**config.mk**
```make
export PLATFORM = sky130hd
export DESIGN_NAME = add8_block_acc
export DESIGN_NICKNAME = d
export VERILOG_FILES = /design/src/rtl/add8_block_acc_pkg.sv /design/src/rtl/add_cy.sv /design/src/rtl/add8_block_acc.sv
export SDC_FILE = /design/constraint.sdc
export NUM_CORES = 1
export LEC_CHECK = 0
export BUFFER_PORTS_ARGS = -buffer_cell sky130_fd_sc_hd__buf_2
export CELL_PAD_IN_SITES_DETAIL_PLACEMENT = 0
export CELL_PAD_IN_SITES_GLOBAL_PLACEMENT = 1
export CORE_UTILIZATION = 36
export CTS_CLUSTER_SIZE = 14
export DETAILED_ROUTE_END_ITERATION = 7
export PLACE_DENSITY_LB_ADDON = 0.1
export SYNTH_ARGS = -nofsm -noshare
export SYNTH_HDL_FRONTEND = slang
export SYNTH_SLANG_ARGS = --single-unit
export TNS_END_PERCENT = 10
```
**constraint.sdc**
```tcl
create_clock -name CLK -period 3.6 [get_ports CLK]
set_input_delay 0.72 -clock CLK [delete_from_list [all_inputs] [get_ports CLK]]
set_output_delay 0.72 -clock CLK [all_outputs]
set_load 0.005 [all_outputs]
```
**src/rtl/add8_block_acc_pkg.sv**
```systemverilog
// Shared definitions for the block accumulator: carry-chain LUT programming,
// FSM state encoding and a behavioural model of the LUT6_2 primitive.
package add8_block_acc_pkg;

  // Upper half (O6) is I0^I1, lower half (O5) passes I0 through to MUXCY.DI.
  localparam logic [63:0] ADD_LUT_INIT = 64'h66666666AAAAAAAA;

  typedef enum logic {
    ACC  = 1'b0,
    DONE = 1'b1
  } state_t;

  // Returns {O6, O5}. O5 reads the lower 32 INIT bits, so address bit 5 is ignored.
  function automatic logic [1:0] lut6_2(input logic [63:0] init,
                                        input logic [5:0]  addr);
    return {init[addr], init[{1'b0, addr[4:0]}]};
  endfunction

endpackage

```
**src/rtl/add_cy.sv**
```systemverilog
// Combinational ripple adder built from one LUT6_2/MUXCY/XORCY slice per bit.
module add_cy
  import add8_block_acc_pkg::*;
#(
  parameter int WIDTH = 8
) (
  input  logic [WIDTH-1:0] I0,
  input  logic [WIDTH-1:0] I1,
  output logic [WIDTH-1:0] O,
  output logic             COUT
);

  logic [WIDTH:0] carry;

  assign carry[0] = 1'b0;

  for (genvar k = 0; k < WIDTH; k++) begin : g_bit
    logic o6;
    logic o5;

    // I5 tied high selects the XOR half for O6; I2-I4 tied low.
    assign {o6, o5}     = lut6_2(ADD_LUT_INIT, {1'b1, 3'b000, I1[k], I0[k]});
    assign carry[k + 1] = o6 ? carry[k] : o5;
    assign O[k]         = o6 ^ carry[k];
  end

  assign COUT = carry[WIDTH];

endmodule

```
**src/rtl/add8_block_acc.sv**
```systemverilog
// Sums N consecutive accepted samples and presents the block sum with a
// sticky MSB carry flag, using valid/ready handshakes on both sides.
module add8_block_acc
  import add8_block_acc_pkg::*;
#(
  parameter int WIDTH = 8,
  parameter int N     = 4
) (
  input  logic             CLK,
  input  logic             RESETN,
  input  logic             CLR,
  input  logic [WIDTH-1:0] I,
  input  logic             I_VALID,
  output logic             I_READY,
  output logic [WIDTH-1:0] O,
  output logic             COUT,
  output logic             O_VALID,
  input  logic             O_READY
);

  localparam int                CNT_W    = $clog2(N);
  localparam logic [CNT_W-1:0] CNT_LAST = CNT_W'(N - 1);
  localparam logic [CNT_W-1:0] CNT_ONE  = CNT_W'(1);

  state_t           state, state_next;
  logic [WIDTH-1:0] acc, acc_next_q;
  logic             cov, cov_next;
  logic [CNT_W-1:0] cnt, cnt_next;

  logic [WIDTH-1:0] sum;
  logic             co;
  logic             accept;

  add_cy #(.WIDTH(WIDTH)) u_add_cy (
    .I0  (acc),
    .I1  (I),
    .O   (sum),
    .COUT(co)
  );

  // Handshake outputs depend on registered state only.
  assign I_READY = (state == ACC);
  assign O_VALID = (state == DONE);
  assign O       = acc;
  assign COUT    = cov;
  assign accept  = I_VALID && I_READY;

  // NOTE: every signal gets its hold value first so no path leaves it unassigned (no latch).
  always_comb begin
    state_next = state;
    acc_next_q = acc;
    cov_next   = cov;
    cnt_next   = cnt;

    unique case (state)
      ACC: begin
        if (accept) begin
          acc_next_q = sum;
          cov_next   = cov | co;
          if (cnt == CNT_LAST) begin
            cnt_next   = '0;
            state_next = DONE;
          end else begin
            cnt_next = cnt + CNT_ONE;
          end
        end
      end
      DONE: begin
        if (O_READY) begin
          acc_next_q = '0;
          cov_next   = 1'b0;
          state_next = ACC;
        end
      end
      default: state_next = ACC;
    endcase

    // Abort wins over any accept or output handshake in the same cycle.
    if (CLR) begin
      acc_next_q = '0;
      cov_next   = 1'b0;
      cnt_next   = '0;
      state_next = ACC;
    end
  end

  // NOTE: sequential state uses non-blocking assignments so every flop samples pre-edge values.
  always_ff @(posedge CLK or negedge RESETN) begin
    if (!RESETN) begin
      state <= ACC;
      acc   <= '0;
      cov   <= 1'b0;
      cnt   <= '0;
    end else begin
      state <= state_next;
      acc   <= acc_next_q;
      cov   <= cov_next;
      cnt   <= cnt_next;
    end
  end

endmodule

```
==> results of run 1 <==
## final cells by class
type	count	area [um^2]
multi-input combinational	60	413
fill	215	1130
inverter	3	11.3
clock buffer	3	22.5
timing repair buffer	23	115
tap	27	33.8
sequential	12	300
## power by group through the flow
stage / Sequential (mW) / Clock (mW) / Combinational (mW)
floorplan: 0.161 / 0 / 0.0683
global placement: 0.164 / 0 / 0.0844
detailed placement: 0.164 / 0 / 0.0850
CTS: 0.162 / 0.0885 / 0.0851
global route: 0.164 / 0.0956 / 0.0956
finish: 0.162 / 0.0804 / 0.0839
## per-layer routing
layer | global-route usage | vias up
li1 | - | 323
met1 | 0.207 | 284
met2 | 0.215 | 19
met3 | 0.0592 | 0
met4 | 0.0294 | 0
met5 | 0 | -
## final timing paths
kind                             startpoint                 end  slack [ns]  cells after the start
setup reg to reg           O[0]$_DFFE_PN0P_    O[7]$_DFFE_PN0P_        1.02                      8
hold / removal                       RESETN    COUT$_DFFE_PN0P_        0.33                      1
min in group CLK           COUT$_DFFE_PN0P_    COUT$_DFFE_PN0P_        0.49                      2
max in group asynchronous            RESETN  cnt[0]$_DFFE_PN0P_        3.06                      1
setup / recovery                       I[0]    O[7]$_DFFE_PN0P_        0.86                      9
hold reg to reg            COUT$_DFFE_PN0P_    COUT$_DFFE_PN0P_        0.49                      2
## per-stage QoR
stage                     setup WS, ns   util  power (mW)  cell area (um^2)  hold WS, ns
after floorplan                  0.767      -       0.230               796        0.424
after global placement           0.612  0.432       0.248               873        0.470
after detailed placement         0.568  0.432       0.249               873        0.475
after CTS                        0.865  0.443       0.335               896        0.321
after global routing             0.815  0.443       0.356               896        0.323
final                            0.863  0.443       0.326               896        0.325
## worst max-delay path: cells and delay by family
kind / cells / cell delay, ns
muxes: 1 / 0.20
adders and majority gates: 5 / 1.57
AOI/OAI and AO/OA: 2 / 0.28
buffers and inverters: 1 / 0.10
## cells by family after synthesis
| family | share of synthesized area |
|---|---|
| AOI/OAI and AO/OA | 0.184 |
| xor gates and xnor gates | 0.0880 |
| adders and majority gates | 0.101 |
| buffers and inverters | 0.104 |
| DFF | 0.377 |
| muxes | 0.0252 |
| and+or+nand+nor | 0.121 |
## cell usage in the layout (no fill, tap or decap), types with 4 or more instances in the layout
cell and n:
a21oi_1 4, buf_2 23, dfrtp_1 12, maj3_2 4, nand2_1 8, nor2_1 6
o21ai_0 7, xnor2_1 4, xor2_1 4
## flip-flops by register name, summed over array words and instances (netlist names)
register / count
COUT: 1
O: 8
O_VALID: 1
cnt: 2
==> results.yml, run 1 <==
layout:
  drive_gt1_frac: 0.307
  diodes: 0
  finalNonFillerCells: 128
  area_growth_pct: 12.6
  final_nets: 118
pwr:
  peakVddDrop_v: 0.000273
  netSwitchingPower_uw: 98.0
  comb_power_share: 0.257
  internal_power_uw: 228
  power.density_nw_per_um2: 364
  pwr-share-seq: 0.496
  pwr-share-clk: 0.247
  leakage_nw: 0.433
  switching_share: 0.301
timing:
  slew_viol_final: 0
  finalSetupViolCount: 0
  skew_ns: 0.00108
  fmax_mhz: 365
  tightestPinTransition_ns: 0.844
  worst_slew_margin_rel: 0.436
  finalCritPeriodShare: 0.760
  hold_violations: 0
  period_minus_slack_ns: 2.74
  tns_ns: 0
  grt_setup_unrepaired: "false"
worst_hold_path:
  hp-class: "primary input to asynchronous set/reset pin"
global_route:
  grt_max_degree: 13
  antenna_found_initial: 0
  first_global_vias: 562
  grt_overflow: 0
  grt_pass1_wl_um: 2650
  grt_usage: 0.148
worst_setup_path:
  arrival_ns: 2.88
  cp-end-kind: "register"
  critPathMaxFanout: 3
  start_kind: "primary input"
  cp.required_ns: 3.75
  cp_slowest_cell: "maj3_2"
  max_stage_delay_ns: 0.36
  crit_type: "primary input to register"
  crit_top_cell: "maj3_2"
  crit_path_cell_trace: "buf_2, ha_1, maj3_2, maj3_2, maj3_2, a2bb2oi_1, maj3_2, mux2i_1, o211ai_2"
routing:
  drtIter0Drc: 14
  antenna_left: 0
  routed_via_density: 4.89
  wl_met1_um: 767
  route.vias.total: 626
  drtPass1Iterations: 4
  wl_met3_um: 93
  drc: 0
  wire_per_inst_um: 11.9
  wl_met2_um: 656
  routed.top_layer: "met3"
  routed_wl_um: 1520
yosys:
  syn_area_um2: 796
  ys_types: 25
  yosys-top-cells-area: "dfrtp_1, buf_4, maj3_2"
  yosysWarnings: 0
  synth_seq_area_share: 0.377
  yosys.area.top_type_share: 0.377
  synth_edf_count: 0
  postSynthCellCount: 86
  syn_avg_cell_area_um2: 9.25
  syn_nets: 101
  ys_top_cells_by_count: "dfrtp_1, buf_4, nand2_1"
  async_flop_share: 1.00
  synth_top_area_cell: "dfrtp_1"
  yosys_register_bits: 12
  synth_most_common_cell: "dfrtp_1"
  synth_ff_type: "dfrtp_1"
floorplan:
  die_w_um: 49.0
  core_area_um2: 2020
  num_rows: 16
  ios: 24
  dieArea_um2: 2400
  chipHeight_um: 49.0
  start_util: 0.394
clock_network:
  hold_buffers: 0
  clock-sinks: 12
  clk_latency_ns: 0.26
  cts_resized: 0
  clockBufferDepth: 2
  cts.htree.levels: 1
  clkTransAtPathRegs_ns: 0.07
  cts_setup_buffers: 0
  cts_tree: "done"
  clockRootBuffer: "clkbuf_4"
  cts_inserted_buffers: 3
placed_design:
  place_hpwl_um: 1130
  dp_cells: 125
  gp_congestion: 0.709
  portBuffers: 23
outcome:
  outcome: "completed"
job:
  drv_cap: 0
Power figures use the tool's default switching activity.
==> run 2: changes to the inputs <==
--- a/config.mk
+++ b/config.mk
@@ -8,7 +8,7 @@
 export BUFFER_PORTS_ARGS = -buffer_cell sky130_fd_sc_hd__buf_2
 export CELL_PAD_IN_SITES_DETAIL_PLACEMENT = 0
 export CELL_PAD_IN_SITES_GLOBAL_PLACEMENT = 1
-export CORE_UTILIZATION = 36
+export CORE_UTILIZATION = 33
 export CTS_CLUSTER_SIZE = 14
 export DETAILED_ROUTE_END_ITERATION = 7
 export PLACE_DENSITY_LB_ADDON = 0.1
==> constraint.sdc (replaced) <==
create_clock -name CLK -period 2.3 [get_ports CLK]
set_input_delay 0.46 -clock CLK [delete_from_list [all_inputs] [get_ports CLK]]
set_output_delay 0.46 -clock CLK [all_outputs]
set_load 0.005 [all_outputs]
==> run 2 against run 1 <==
  * The flow now finishes with violations (setup timing)
  * Via count is 7.5% higher
  * Register-to-register slack worse by 1.2 ns
  * Count of clock-buffer cells in the layout rose by 1
  * Utilization rose by 1.7 points
  * Critical endpoint unchanged
  * Highest routed layer is now met4
==> results.yml, run 2 (same netlist as run 1, synthesis figures left out) <==
outcome:
  outcome: "finished with violations"
  violations: "setup timing"
worst_setup_path:
  start_kind: "register"
  crit_type: "register to register"
  crit_top_cell: "maj3_2"
  crit_family: "adder cells"
  cp_slowest_cell: "dfrtp_1"
  cp.required_ns: 2.45
  r2r_start: "O[0]$_DFFE_PN0P_"
  crit_path_cell_trace: "ha_4, maj3_2, maj3_2, maj3_2, a2bb2oi_2, maj3_2, mux2i_1, o211ai_2"
  crit_buf_inv: 0
  critPathMaxFanout: 3
  arrival_ns: 2.62
  startpoint: "O[0]$_DFFE_PN0P_"
  max_stage_delay_ns: 0.42
  cp-end-kind: "register"
clock_network:
  clockBufferDepth: 2
  clkTransAtPathRegs_ns: 0.08
  cts.htree.levels: 1
  clock-sinks: 12
  hold_buffers: 0
  clockRootBuffer: "clkbuf_4"
  clk_latency_ns: 0.27
  cts_tree: "done"
  cts_inserted_buffers: 3
routing:
  routed_wl_um: 1630
  wire_per_inst_um: 11.6
  routed_via_density: 4.77
  drtIter0Drc: 4
  drtPass1Iterations: 3
  antenna_left: 0
  drc: 0
  route.vias.total: 673
layout:
  drive_gt1_frac: 0.416
  diodes: 0
  area_growth_pct: 29.1
  final_common_cell: "buf_2"
  fillers: 238
  final_nets: 129
  mostFrequentLayoutCells: "buf_2, dfrtp_1, buf_4"
  finalNonFillerCells: 141
  largest_register_ffs: 8
pwr:
  leakage_nw: 0.504
  peakVddDrop_v: 0.000340
  fin_total_pwr_uw: 589
  power.density_nw_per_um2: 573
floorplan:
  ios: 24
  dieArea_um2: 2610
  num_rows: 17
  core_area_um2: 2230
  chipHeight_um: 51.1
  die_w_um: 51.1
  start_util: 0.356
global_route:
  grt_pass1_wl_um: 2580
  grt_usage: 0.138
  grt_overflow: 0
  grt_max_degree: 13
  antenna_found_initial: 0
  first_global_vias: 577
placed_design:
  gp_congestion: 0.749
  dp_cells: 135
  place_hpwl_um: 1220
  portBuffers: 23
timing:
  postLayoutSetupSlackWorst_ns: -0.164
  hold_violations: 0
  period_minus_slack_ns: 2.46
  skew_ns: 0.00233
  fmax_mhz: 406
  tightestPinTransition_ns: 0.455
  finalSetupViolCount: 3
  worst_slew_margin_rel: 0.696
  finalCritPeriodShare: 1.07
  slew_viol_final: 0
  grt_setup_unrepaired: "true"
  tns_ns: -0.330
worst_hold_path:
  hp-class: "primary input to asynchronous set/reset pin"
job:
  drv_cap: 0
==> run 2: cell types whose count changed in the layout (fill, tap and decap cells not counted), sizes merged <==
cell / before / now
buf: 23 / 34
clkbuf: 3 / 4
==> run 2: where the power goes <==
group / internal [mW] / switching (mW)
sequential: 0.231 / 0.0211
clock: 0.0961 / 0.0741
combinational: 0.0907 / 0.0757
total: 0.418 / 0.171
==> run 2: worst paths after layout <==
check / to / slack, ns / depth (start not counted)
worst max-delay path: O[7]$_DFFE_PN0P_ / -0.16 / 8
worst min-delay path: O[4]$_DFFE_PN0P_ / 0.06 / 1
worst max register to register: O[7]$_DFFE_PN0P_ / -0.16 / 8
worst min register to register: COUT$_DFFE_PN0P_ / 0.49 / 2
max in group asynchronous: O[1]$_DFFE_PN0P_ / 2.01 / 1
min in group CLK: cnt[0]$_DFFE_PN0P_ / 0.41 / 2
==> run 2: per-stage QoR <==
| stage | util | hold slack (ns) | setup slack (ns) | cell area, um^2 |
|---|---|---|---|---|
| after global placement | 0.430 | 0.368 | -0.315 | 961 |
| after floorplan | - | 0.164 | -0.167 | 815 |
| final | 0.460 | 0.0639 | -0.164 | 1030 |
| after detailed placement | 0.430 | 0.369 | -0.355 | 961 |
| after global routing | 0.460 | 0.0696 | -0.263 | 1030 |
| after CTS | 0.457 | 0.0639 | -0.184 | 1020 |
==> run 2: metal layers <==
| layer | up-vias | GRT usage | wire (um) |
|---|---|---|---|
| li1 | 345 | - | - |
| met2 | 11 | 0.213 | 764 |
| met3 | 2 | 0.0357 | 58 |
| met5 | - | 0 | 0 |
| met4 | 0 | 0.0694 | 17 |
| met1 | 315 | 0.177 | 792 |
==> run 2: area by class of cell <==
type                            instances  area, um^2  share of cell area
Clock buffer                            4        36.3              0.0353
Multi-Input combinational cell         60         447               0.435
Timing Repair Buffer                   34         198               0.192
Inverter                                3        11.3              0.0110
Sequential cell                        12         300               0.292
Tap cell                               28        35.0              0.0341
==> run 2: what timing repair did <==
action	CTS	global route
pin swaps	4	2
endpoints found under the setup margin	4	5
endpoints found under the hold margin	0	0
gates resized for setup	1	2
setup buffers	2	0
==> run 3: changes to the inputs <==
--- a/config.mk
+++ b/config.mk
@@ -5,11 +5,11 @@
 export SDC_FILE = /design/constraint.sdc
 export NUM_CORES = 1
 export LEC_CHECK = 0
-export BUFFER_PORTS_ARGS = -buffer_cell sky130_fd_sc_hd__buf_2
+export BUFFER_PORTS_ARGS = -buffer_cell sky130_fd_sc_hd__buf_4
 export CELL_PAD_IN_SITES_DETAIL_PLACEMENT = 0
 export CELL_PAD_IN_SITES_GLOBAL_PLACEMENT = 1
 export CORE_UTILIZATION = 33
-export CTS_CLUSTER_SIZE = 14
+export CTS_CLUSTER_SIZE = 28
 export DETAILED_ROUTE_END_ITERATION = 7
 export PLACE_DENSITY_LB_ADDON = 0.1
 export SYNTH_ARGS = -nofsm -noshare
==> run 3 against run 2 <==
  * The run still ends with setup timing left
  * Final area up 5.2%
  * Via count decreased by 0.30%
  * Largest cell class unchanged
  * Highest routed layer unchanged
  * Count of clock-buffer cells in the layout decreased by 1
  * Clock skew grew 0.00056 ns
  * Combinational power rose by 11%
==> results.yml, run 3 (same netlist as run 1, synthesis figures left out) <==
outcome:
  outcome: "finished with violations"
  violations: "setup timing"
floorplan:
  dieArea_um2: 2610
  chipHeight_um: 51.1
  start_util: 0.356
  core_area_um2: 2230
  ios: 24
  die_w_um: 51.1
  num_rows: 17
clock_network:
  cts_tree: "done"
  cts_inserted_buffers: 3
  clkTransAtPathRegs_ns: 0.08
  hold_buffers: 0
  clockBufferDepth: 2
  cts.htree.levels: 1
  clk_latency_ns: 0.27
  clock-sinks: 12
  clockRootBuffer: "clkbuf_4"
layout:
  area_growth_pct: 35.8
  mostFrequentLayoutCells: "buf_4, dfrtp_1, nand2_1"
  drive_gt1_frac: 0.429
  final_nets: 129
  final_area_um2: 1080
  finalNonFillerCells: 140
  diodes: 0
  final_common_cell: "buf_4"
  largest_register_ffs: 8
timing:
  tightestPinTransition_ns: 0.434
  grt_setup_unrepaired: "true"
  worst_slew_margin_rel: 0.710
  slew_viol_final: 0
  fmax_mhz: 407
  period_minus_slack_ns: 2.46
  tns_ns: -0.342
  finalCritPeriodShare: 1.07
  finalSetupViolCount: 4
  postLayoutSetupSlackWorst_ns: -0.155
  skew_ns: 0.00288
  hold_violations: 0
routing:
  drtPass1Iterations: 5
  drtIter0Drc: 10
  wire_per_inst_um: 12.1
  routed_wl_um: 1690
  antenna_left: 0
  route.vias.total: 671
  drc: 0
  routed_via_density: 4.79
global_route:
  met3_usage: 0.0179
  grt_overflow: 0
  antenna_found_initial: 0
  first_global_vias: 675
  grt_max_degree: 13
  grt_pass1_wl_um: 2950
  grt_usage: 0.158
  busiest_layer: "met2"
  grtUsageMet2: 0.250
  met1_usage: 0.204
pwr:
  peakVddDrop_v: 0.000283
  power.density_nw_per_um2: 531
  fin_total_pwr_uw: 573
  leakage_nw: 0.512
worst_setup_path:
  critPathMaxFanout: 3
  max_stage_delay_ns: 0.41
  r2r_start: "O[0]$_DFFE_PN0P_"
  crit_top_cell: "maj3_2"
  crit_path_cell_trace: "ha_4, maj3_2, maj3_2, maj3_2, a2bb2oi_2, maj3_2, mux2i_1, o211ai_2"
  cp.required_ns: 2.46
  arrival_ns: 2.61
  crit_family: "adder cells"
  start_kind: "register"
  cp_slowest_cell: "dfrtp_1"
  crit_type: "register to register"
  r2r-end: "O[7]$_DFFE_PN0P_"
  cp-end-kind: "register"
  crit_buf_inv: 0
  worstRegToRegCells: 8
  r2r_slack_ns: -0.16
placed_design:
  dp_cells: 135
  place_area_um2: 1020
  portBuffers: 23
  gp_congestion: 0.731
  place_hpwl_um: 1240
job:
  drv_cap: 0
worst_hold_path:
  hp-class: "primary input to asynchronous set/reset pin"
-- run 3: changes by cell type in the layout (fill, tap and decap cells not counted), sizes merged --
cell,before,now
clkbuf,4,3
-- run 3: worst max-delay path by stage --
stage	startpoint	to	cells past startpoint
floorplan	I[0]	O[7]$_DFFE_PN0P_	8
global placement	I[0]	O[7]$_DFFE_PN0P_	9
detailed placement	I[0]	O[7]$_DFFE_PN0P_	9
CTS	O[0]$_DFFE_PN0P_	O[7]$_DFFE_PN0P_	8
global route	O[0]$_DFFE_PN0P_	O[7]$_DFFE_PN0P_	8
finish	O[0]$_DFFE_PN0P_	O[7]$_DFFE_PN0P_	8
-- run 3: stage by stage --
stage          setup slack, ns   util  hold slack (ns)
2_1_floorplan           -0.167      -            0.164
4_1_cts                 -0.172  0.476          0.00841
5_1_grt                 -0.253  0.484           0.0119
3_3_place_gp            -0.318  0.456            0.317
6_report                -0.155  0.484           0.0136
3_5_place_dp            -0.354  0.456            0.316
-- run 3: metal layers --
metal / share of wire / wire, um
met3: 0.041 / 69
met4: 0.010 / 17
met5: 0 / 0
met1: 0.46 / 778
met2: 0.49 / 827
-- run 3: power by group --
| part | internal [mW] | switching, mW | leakage (nW) |
|---|---|---|---|
| registers | 0.231 | 0.0223 | 0.161 |
| clock network | 0.0606 | 0.0739 | 0.0138 |
| logic | 0.107 | 0.0784 | 0.337 |
-- run 3: worst register-to-register path: cells and delay by family (launching register included) --
| family | cells | cell delay, ns |
|---|---|---|
| adder cells (fa/ha/maj) | 5 | 1.50 |
| AO/OA/AOI/OAI | 2 | 0.24 |
| flip-flops | 1 | 0.41 |
| multiplexers | 1 | 0.19 |
-- run 3: timing repair --
action,CTS,global route
pin swaps,4,2
resized for setup,1,5
setup endpoints to repair,4,5
setup buffers,2,0
-- run 3: area by class of cell --
| type | count | area [um^2] |
|---|---|---|
| repair buffers | 34 | 255 |
| inverters | 3 | 11.3 |
| flip-flops and latches | 12 | 300 |
| well taps | 28 | 35.0 |
| fillers | 229 | 1150 |
| clock buffers | 3 | 22.5 |
| multi-input cells | 60 | 457 |
